===== src/rtl/spi_reg_writer.sv =====
// SPI mode-0 initiator: serialises one {1'b1, addr, wdata} write frame per request, MSB first.
// Define SPI_QUEUE_EN to add a one-entry request holding register.
module spi_reg_writer #(
    parameter int unsigned CLK_DIV = 4
) (
    input  logic       clk,
    input  logic       rst,
    input  logic       start,
    input  logic [6:0] addr,
    input  logic [7:0] wdata,
    output logic       ready,
    output logic       done,
    output logic       nCS,
    output logic       SCLK,
    output logic       copi
);

    localparam logic [7:0] DivReload = 8'(CLK_DIV - 1);

    if (CLK_DIV < 2 || CLK_DIV > 255) begin : gen_bad_div
        $error("spi_reg_writer: CLK_DIV must be within 2..255");
    end

    typedef enum logic [1:0] {
        StIdle,
        StShift,
        StHold,
        StGap
    } state_e;

    state_e      state_q;
    logic [7:0]  div_q;
    logic [3:0]  bit_q;
    logic [15:0] shift_q;

    logic        accept;
    logic        phase_end;
    logic        launch;
    logic [15:0] req_frame;
    logic [15:0] launch_frame;

    assign accept    = start && ready;
    assign phase_end = (div_q == 8'd0);
    assign req_frame = {1'b1, addr, wdata};

`ifdef SPI_QUEUE_EN
    logic        slot_valid_q;
    logic [15:0] slot_q;
    logic        store;

    // Any request taken while not idle parks in the slot, including one on the final GAP edge.
    assign store        = accept && (state_q != StIdle);
    assign launch       = ((state_q == StIdle) && (slot_valid_q || accept)) ||
                          ((state_q == StGap) && phase_end && slot_valid_q);
    assign launch_frame = slot_valid_q ? slot_q : req_frame;
`else
    assign launch       = (state_q == StIdle) && accept;
    assign launch_frame = req_frame;
`endif

    always_ff @(posedge clk) begin
        if (rst) begin
            state_q <= StIdle;
            div_q   <= 8'd0;
            bit_q   <= 4'd0;
            shift_q <= 16'd0;
            nCS     <= 1'b1;
            SCLK    <= 1'b0;
            copi    <= 1'b0;
            ready   <= 1'b1;
            done    <= 1'b0;
`ifdef SPI_QUEUE_EN
            slot_valid_q <= 1'b0;
            slot_q       <= 16'd0;
`endif
        end else begin
            done <= 1'b0;

            if (launch) begin
                state_q <= StShift;
                shift_q <= launch_frame;
                bit_q   <= 4'd15;
                div_q   <= DivReload;
                nCS     <= 1'b0;
                SCLK    <= 1'b0;
                copi    <= launch_frame[15];
            end else begin
                unique case (state_q)
                    StIdle: begin
                        div_q <= DivReload;
                    end
                    StShift: begin
                        if (!phase_end) begin
                            div_q <= div_q - 8'd1;
                        end else begin
                            div_q <= DivReload;
                            if (!SCLK) begin
                                SCLK <= 1'b1;
                            end else begin
                                // Falling edge: advance to the next bit or leave after bit 0.
                                SCLK <= 1'b0;
                                if (bit_q == 4'd0) begin
                                    state_q <= StHold;
                                    copi    <= 1'b0;
                                end else begin
                                    bit_q   <= bit_q - 4'd1;
                                    shift_q <= {shift_q[14:0], 1'b0};
                                    copi    <= shift_q[14];
                                end
                            end
                        end
                    end
                    StHold: begin
                        if (!phase_end) begin
                            div_q <= div_q - 8'd1;
                        end else begin
                            div_q   <= DivReload;
                            state_q <= StGap;
                            nCS     <= 1'b1;
                            done    <= 1'b1;
                        end
                    end
                    StGap: begin
                        if (!phase_end) begin
                            div_q <= div_q - 8'd1;
                        end else begin
                            div_q   <= DivReload;
                            state_q <= StIdle;
                        end
                    end
                    default: begin
                        state_q <= StIdle;
                    end
                endcase
            end

`ifdef SPI_QUEUE_EN
            // ready mirrors an empty slot; the slot only fills when ready was high.
            if (store) begin
                slot_valid_q <= 1'b1;
                slot_q       <= req_frame;
                ready        <= 1'b0;
            end else if (launch && slot_valid_q) begin
                slot_valid_q <= 1'b0;
                ready        <= 1'b1;
            end
`else
            if (launch) begin
                ready <= 1'b0;
            end else if ((state_q == StGap) && phase_end) begin
                ready <= 1'b1;
            end
`endif
        end
    end

    // Bus-level invariants.
    a_sclk_idle_low : assert property (@(posedge clk) disable iff (rst) nCS |-> !SCLK);
    a_done_with_ncs : assert property (@(posedge clk) disable iff (rst) done |-> nCS);
    a_copi_stable   : assert property (@(posedge clk) disable iff (rst)
                                       (SCLK && $past(SCLK)) |-> $stable(copi));

endmodule


===== config.mk =====
export PLATFORM = sky130hd
export DESIGN_NAME = spi_reg_writer
export DESIGN_NICKNAME = d
export VERILOG_FILES = /design/src/rtl/spi_reg_writer.sv
export SDC_FILE = /design/constraint.sdc
export NUM_CORES = 1
export LEC_CHECK = 0
export CAP_MARGIN = 20
export CORE_UTILIZATION = 55
export CTS_CLUSTER_DIAMETER = 150
export CTS_CLUSTER_SIZE = 24
export DETAILED_ROUTE_END_ITERATION = 6
export PLACE_DENSITY = 0.8
export SYNTH_ARGS = -nofsm -noshare
export SYNTH_HDL_FRONTEND = slang
export SYNTH_SLANG_ARGS = --single-unit

===== constraint.sdc =====
create_clock -name clk -period 5.2 [get_ports clk]
set_clock_uncertainty 0.15 [all_clocks]
set_input_delay 1.3 -clock clk [delete_from_list [all_inputs] [get_ports clk]]
set_output_delay 1.3 -clock clk [all_outputs]
set_load 0.02 [all_outputs]

== Word level (Yosys, flattened, before mapping) ==
Index checks and enable logic that the tools add are counted.

* Bits in registers: 34
* Output and inout port bits: 5

* $add $sub $neg: 2
* Equality and inequality tests: 14
* Mux-type cells: 32
* Bitwise operators: 1
* Reduce and logical (&&, ||, !) cells: 22

{| class="wikitable"
|+ Operators by type and width
! kind !! count
|-
| 15-bit two-way mux || 5
|-
| 4-bit two-way mux || 5
|-
| 8-bit one-hot mux with 2 select lines || 1
|-
| 3-bit inequality test, second input constant || 5
|-
| 1-bit two-way mux || 13
|-
| 2-bit two-way mux || 6
|-
| 2-bit inequality test, second input constant || 6
|-
| 6-bit AND reduction || 2
|-
| 2-bit nonzero test || 5
|-
| 8-bit logical NOT || 1
|-
| 8-bit two-way mux || 1
|-
| 8-bit by 1-bit subtractor with 8-bit output, second input constant || 1
|-
| 2-bit one-hot mux with 3 select lines || 1
|-
| 3-bit OR reduction || 2
|-
| 2-bit equality test, second input constant || 2
|-
| 4-bit logical NOT || 1
|-
| 2-bit AND reduction || 2
|-
| 4-bit AND reduction || 1
|-
| 4-bit nonzero test || 1
|-
| 4-bit by 1-bit subtractor with 4-bit output, second input constant || 1
|-
| 1-bit logical AND || 3
|-
| 3-bit AND reduction || 1
|-
| 3-bit nonzero test || 1
|-
| 2-bit by 1-bit equality test with 1-bit output, second input constant || 1
|-
| 3 further kinds || 3
|}

== Longest topological paths before layout ==
Gate-level depths: netlist of run 1.

* Depth in word-level cells: 6
* Depth in mapped cells: 8
* Mapped depth without buffers: 6

== Worst setup path after synthesis of run 1 ==
OpenSTA, ideal clock, no wires.

* Path kind: in2reg
* Start point: input rst
* End point: register shift_q[10]
* Setup time: 0.070 ns
* Arrival time: 1.996 ns
* Data required time: 4.980 ns
* Slack: 2.984 ns
* Stages: 5
* Buffers on the path: 2
* Cell sequence: inv_1 -> clkbuf_1 -> clkbuf_1 -> o21ai_0 -> a21oi_1

{| class="wikitable"
|+ RTL lines
! element !! RTL line !! RTL
|-
| start: declaration || 7 || <nowiki>input logic rst,</nowiki>
|-
| end signal: assignment || 81 || <nowiki>shift_q <= launch_frame;</nowiki>
|-
| end signal: assignment || 107 || <nowiki>shift_q <= {shift_q[14:0], 1'b0};</nowiki>
|-
| end: declaration || 34 || <nowiki>logic [15:0] shift_q;</nowiki>
|}

==> results_dict.tcl, run 1 <==
set metrics [dict create \
    status "finished, final reports clean" \
    grt_pass1_vias 1243 \
    post_cts_buffers 0 \
    core_sq_um 2758 \
    hold_viol_final 0 \
    power_w 0.0007916 \
    cts_resized 0 \
    clockBufferDepth 2 \
    synth_top_area_frac 0.4217 \
    maxCapViolCount 0 \
    p_per_area_nw_per_um2 412.4 \
    io_buffers 22 \
    synth_ff_type "dfxtp_1" \
    slew-limit-headroom 0.6453 \
    root_buffer "clkbuf_4" \
    dieArea_sq_um 3155 \
    fillCellCount 215 \
    met1Wirelength_mm 1.304 \
    p_seq_frac 0.444 \
    worstMarginPinSlew_ps 527.1 \
    ys.warnings.count 0 \
    viasPerCell 5.826 \
    async_reset_ff_frac 0 \
    area_growth_pct 18.91 \
    vias 1340 \
    end_kind "flip-flop" \
    syn_inst 177 \
    wirelength_mm 3.046 \
    grt_pass1_wl_mm 5.299 \
    wl_per_cell_um 13.24 \
    layout-drive-gt1-share 0.07538 \
    p_int_w 0.0005213 \
    dp.cells 221 \
    synth_top_area_cell "dfxtp_1" \
    critPathRequiredTime_ps 5280 \
    h-tree-depth 2 \
    ys_types 35 \
    postRouteAntennaNets 0 \
    ios 23 \
    numCtsBuffers 5 \
    setup_viol 0 \
    hp-class "flip-flop to flip-flop" \
    r2r_cells 5 \
    ys_top_cells_by_area "dfxtp_1 42%, mux2i_1 8.7%, a21oi_1 6.2%" \
    clk_pin_slew_ps 110 \
    top_layer "met4" \
    synth_fp_nets 203 \
    ys_ff_latch 34 \
    final-max-slew-violation-count 0 \
    cp_max_fo 20 \
    numClockSinks 34 \
    grt_antenna_before_repair 0 \
    worstSetupPathType "input pin to flip-flop" \
    dieWidth_um 56.17 \
    p_clk_frac 0.242 \
    start_util 0.5853 \
    dpl-instance-area_sq_um 1827 \
    clkLatencyLatePin_ps 340 \
    startpoint_type "input pin" \
    swShare 0.3415 \
    ir_drop_v 0.0004275 \
    arrival_ps 3020 \
    finalInstanceArea_sq_um 1919 \
    drt_iter0_markers 33 \
    track_usage 0.2179 \
    remaining_drc_errors 0 \
    grt_max_degree 36 \
    wl_met3_um 127 \
    p_leak_nw 0.7077 \
    hold_depth 2 \
    fin_crit_ps 2935 \
    p_sw_w 0.0002703 \
    place_hpwl_mm 2.058 \
    avgSynthCellArea_sq_um 9.119 \
    diodes 0 \
    seq_area_frac_synth 0.4217 \
    final_cell_mix "34 x dfxtp_1, 22 x clkdlybuf4s50_1, 20 x a21oi_1" \
    die-height_um 56.17 \
    ctsHoldBuffers 0 \
    detail_route.first_pass.iterations 4 \
    layout.cells.non_filler 230 \
    synth_area_sq_um 1614 \
    final.setup.tns_ps 0 \
    finalCritPeriodShare 0.5644 \
    rsz0062_at_grt "no" \
    rows 19 \
    route.met2.wl_mm 1.552 \
    gp_routability_congestion 0.8244 \
    mostFrequentLayoutCell "dfxtp_1" \
    synth_edf_count 0 \
    gr-total-overflow 0 \
    cts_tree "yes" \
    worst_hold_slack_ps 345.0 \
    fmax_mhz 340.7 \
    p_comb_frac 0.314 \
    fin_nets 224 \
]
-- state kept, by name (all words and copies together) (netlist names) --
signal and cells:
ready 1, nCS 1, div_q 8, state_q 2, done 1, copi 1, SCLK 1, bit_q 4
shift_q 15
-- final cells by class --
cell class	count	area, sq um	share of cell area
repair buffers	24	242.7	0.1265
clock inverters	3	40.04	0.02086
clock buffers	5	37.54	0.01956
inverters	9	33.78	0.01760
multi-input cells	124	845.8	0.4407
well taps	31	38.79	0.02021
flip-flops and latches	34	680.7	0.3546
-- layer usage --
layer,GRT usage,vias up
met2,0.3673,27
met4,0.09756,0
met5,0,-
met1,0.2452,627
li1,-,680
met3,0.07907,6
-- cells in the mapped netlist (all sizes together), types with 2 or more instances --
library cell	instances
and3	3
a21oi	20
or4	3
a31oi	4
nand3	5
ha	8
o21ai	18
o31ai	3
mux2i	14
clkbuf	7
buf	3
xnor2	5
dfxtp	34
nand2	9
nor3	5
nor3b	2
xor2	2
nor2	9
nor4	3
inv	9
-- per-stage QoR --
| step | utilization | setup WS (ps) |
|---|---|---|
| after global placement | 0.6624 | 1871 |
| after detailed placement | 0.6624 | 1727 |
| final | 0.6960 | 2265 |
| after floorplan | - | 2984 |
| after CTS | 0.6906 | 2110 |
| after global routing | 0.6960 | 2189 |
-- final timing paths --
| path | from | endpoint | slack [ps] |
|---|---|---|---|
| max | rst | state_q[0] | 2260 |
| min | shift_q[14] | copi | 340 |
| max reg2reg | div_q[2] | shift_q[12] | 3060 |
| min reg2reg | shift_q[14] | copi | 340 |
-- critical path: stages --
cell	delay (ps)
clkdlybuf4s50_1	770
inv_1	390
and3_1	260
a32oi_1	190
o21ai_0	110
-- logic make-up after synthesis --
kind of cell / after synthesis / synth area share
xor+xnor: 7 / 0.03799
mux: 14 / 0.08682
flops: 34 / 0.4217
buf+inv: 19 / 0.05426
simple gates: 44 / 0.1527
compound gates: 51 / 0.1845
fa+ha+maj: 8 / 0.06202
-- power groups by stage --
stage	logic [W]	registers, W	clock network (W)
after global placement	0.000230	0.000354	0
after global routing	0.000279	0.000359	0.000210
after CTS	0.000241	0.000352	0.000198
after detailed placement	0.000239	0.000358	0
final	0.000249	0.000351	0.000191
after floorplan	0.000178	0.000354	0
Power figures use the tool's default switching activity.
==> inputs of run 2 (changes only) <==
CORE_UTILIZATION = 48   (was 55)
PLACE_DENSITY = 0.74   (was 0.8)
clock period = 2.7 ns   (was 5.2 ns; I/O delays follow)
==> run 2 against run 1 <==
Compared with the run above:
- worst hold slack worse by 13 ps
- via count decreased by 0.67%
- critical path depth down 4
- sequential share of layout area about the same
- first-iteration DRC count up 12%
- setup slack worse by 1800 ps
- sequential power grew 93%
==> results_dict.tcl, run 2 (synthesis results as in run 1) <==
set metrics [dict create \
    wirelength_mm 3.196 \
    top_register "shift_q" \
    vias 1331 \
    post_cts_buffers 0 \
    slew-limit-headroom 0.6038 \
    layout-drive-gt1-share 0.07463 \
    h-tree-depth 2 \
    final-max-slew-violation-count 0 \
    ios 23 \
    fmax_mhz 446.3 \
    fin_crit_ps 2241 \
    p_per_area_nw_per_um2 738.4 \
    crit_path_cell_trace "clkdlybuf4s50_1" \
    slowest_stage "clkdlybuf4s50_1" \
    rows 20 \
    io_buffers 22 \
    dieArea_sq_um 3598 \
    hold_viol_final 0 \
    end_kind "output pin" \
    grt_pass1_vias 1320 \
    drt_iter0_markers 37 \
    dieWidth_um 59.99 \
    grt_max_degree 24 \
    worstMarginPinSlew_ps 588.9 \
    start_util 0.5160 \
    gp_routability_congestion 0.7782 \
    cp_max_fo 5 \
    clockBufferDepth 2 \
    hp-class "flip-flop to flip-flop" \
    ir_drop_v 0.0004235 \
    status "finished, final reports clean" \
    viasPerCell 5.433 \
    numClockSinks 34 \
    core_sq_um 3128 \
    final.setup.tns_ps 0 \
    mostFrequentLayoutCell "dfxtp_1" \
    gr-total-overflow 0 \
    detail_route.first_pass.iterations 4 \
    critPathRequiredTime_ps 1880 \
    cp_top_family "buffers and inverters" \
    fin_nets 227 \
    area_growth_pct 18.84 \
    finalCritPeriodShare 0.8299 \
    wl_per_cell_um 13.04 \
    ctsHoldBuffers 0 \
    numCtsBuffers 5 \
    clk_pin_slew_ps 90 \
    final_cell_mix "34 x dfxtp_1, 22 x clkdlybuf4s50_1, 20 x a21oi_1" \
    clkLatencyLatePin_ps 340 \
    layout_top_registers "shift_q (15), div_q (8), bit_q (4)" \
    postRouteAntennaNets 0 \
    grt_pass1_wl_mm 5.520 \
    largest_reg_flops 15 \
    diodes 0 \
    remaining_drc_errors 0 \
    grt_antenna_before_repair 0 \
    fillCellCount 307 \
    setup_viol 0 \
    critical_path.max_stage_delay_ps 640 \
    arrival_ps 1420 \
    track_usage 0.2130 \
    startpoint_type "flip-flop" \
    cts_resized 0 \
    cts_tree "yes" \
    rsz0062_at_grt "no" \
    worstSetupPathType "flip-flop to output pin" \
    dp.cells 238 \
    root_buffer "clkbuf_4" \
    maxCapViolCount 0 \
    die-height_um 59.99 \
    layout.cells.non_filler 245 \
    path_buf_inv 1 \
    place_hpwl_mm 2.367 \
    p_leak_nw 0.6993 \
]
-- run 2: where the power goes --
group	switching, W	leakage, nW	internal, W	total, W
clock network	0.000156	0.0254	0.0000980	0.000254
logic	0.000268	0.394	0.000215	0.000483
registers	0.0000808	0.280	0.000598	0.000679
-- run 2: cell type report --
| cell class | count | area, sq um | share of cell area |
|---|---|---|---|
| inverter | 9 | 33.78 | 0.01761 |
| multi-input combinational | 124 | 845.8 | 0.4410 |
| tap | 44 | 55.05 | 0.02870 |
| clock buffer | 7 | 45.04 | 0.02348 |
| timing repair buffer | 27 | 257.7 | 0.1344 |
| sequential | 34 | 680.7 | 0.3549 |
-- run 2: through the flow --
step / area [sq um] / total power [W] / setup WS [ps] / hold WS [ps] / utilization
2_1_floorplan: 1614 / 0.001025 / 716.2 / 304.7 / -
3_3_place_gp: 1873 / 0.001144 / 619.1 / 327.4 / 0.5988
3_5_place_dp: 1873 / 0.001173 / 547.2 / 328.6 / 0.5988
4_1_cts: 1918 / 0.001426 / 448.3 / 327.6 / 0.6132
5_1_grt: 1918 / 0.001533 / 393.1 / 372.2 / 0.6132
6_report: 1918 / 0.001416 / 459.3 / 331.5 / 0.6132
-- run 2: path summary, 6_finish.rpt --
| check | start | end | slack (ps) | cells after the start |
|---|---|---|---|---|
| hold / removal | shift_q[14] | copi | 330 | 2 |
| setup reg to reg | div_q[2] | shift_q[9] | 550 | 5 |
| setup / recovery | SCLK | SCLK | 460 | 1 |
| hold reg to reg | shift_q[14] | copi | 330 | 2 |
-- run 2: layer usage --
metal	vias to the layer above	GRT usage	part of all wire
li1	691	-	-
met1	606	0.2237	0.44
met2	25	0.3810	0.50
met3	9	0.06494	0.038
met4	0	0.1063	0.023
met5	-	0	0
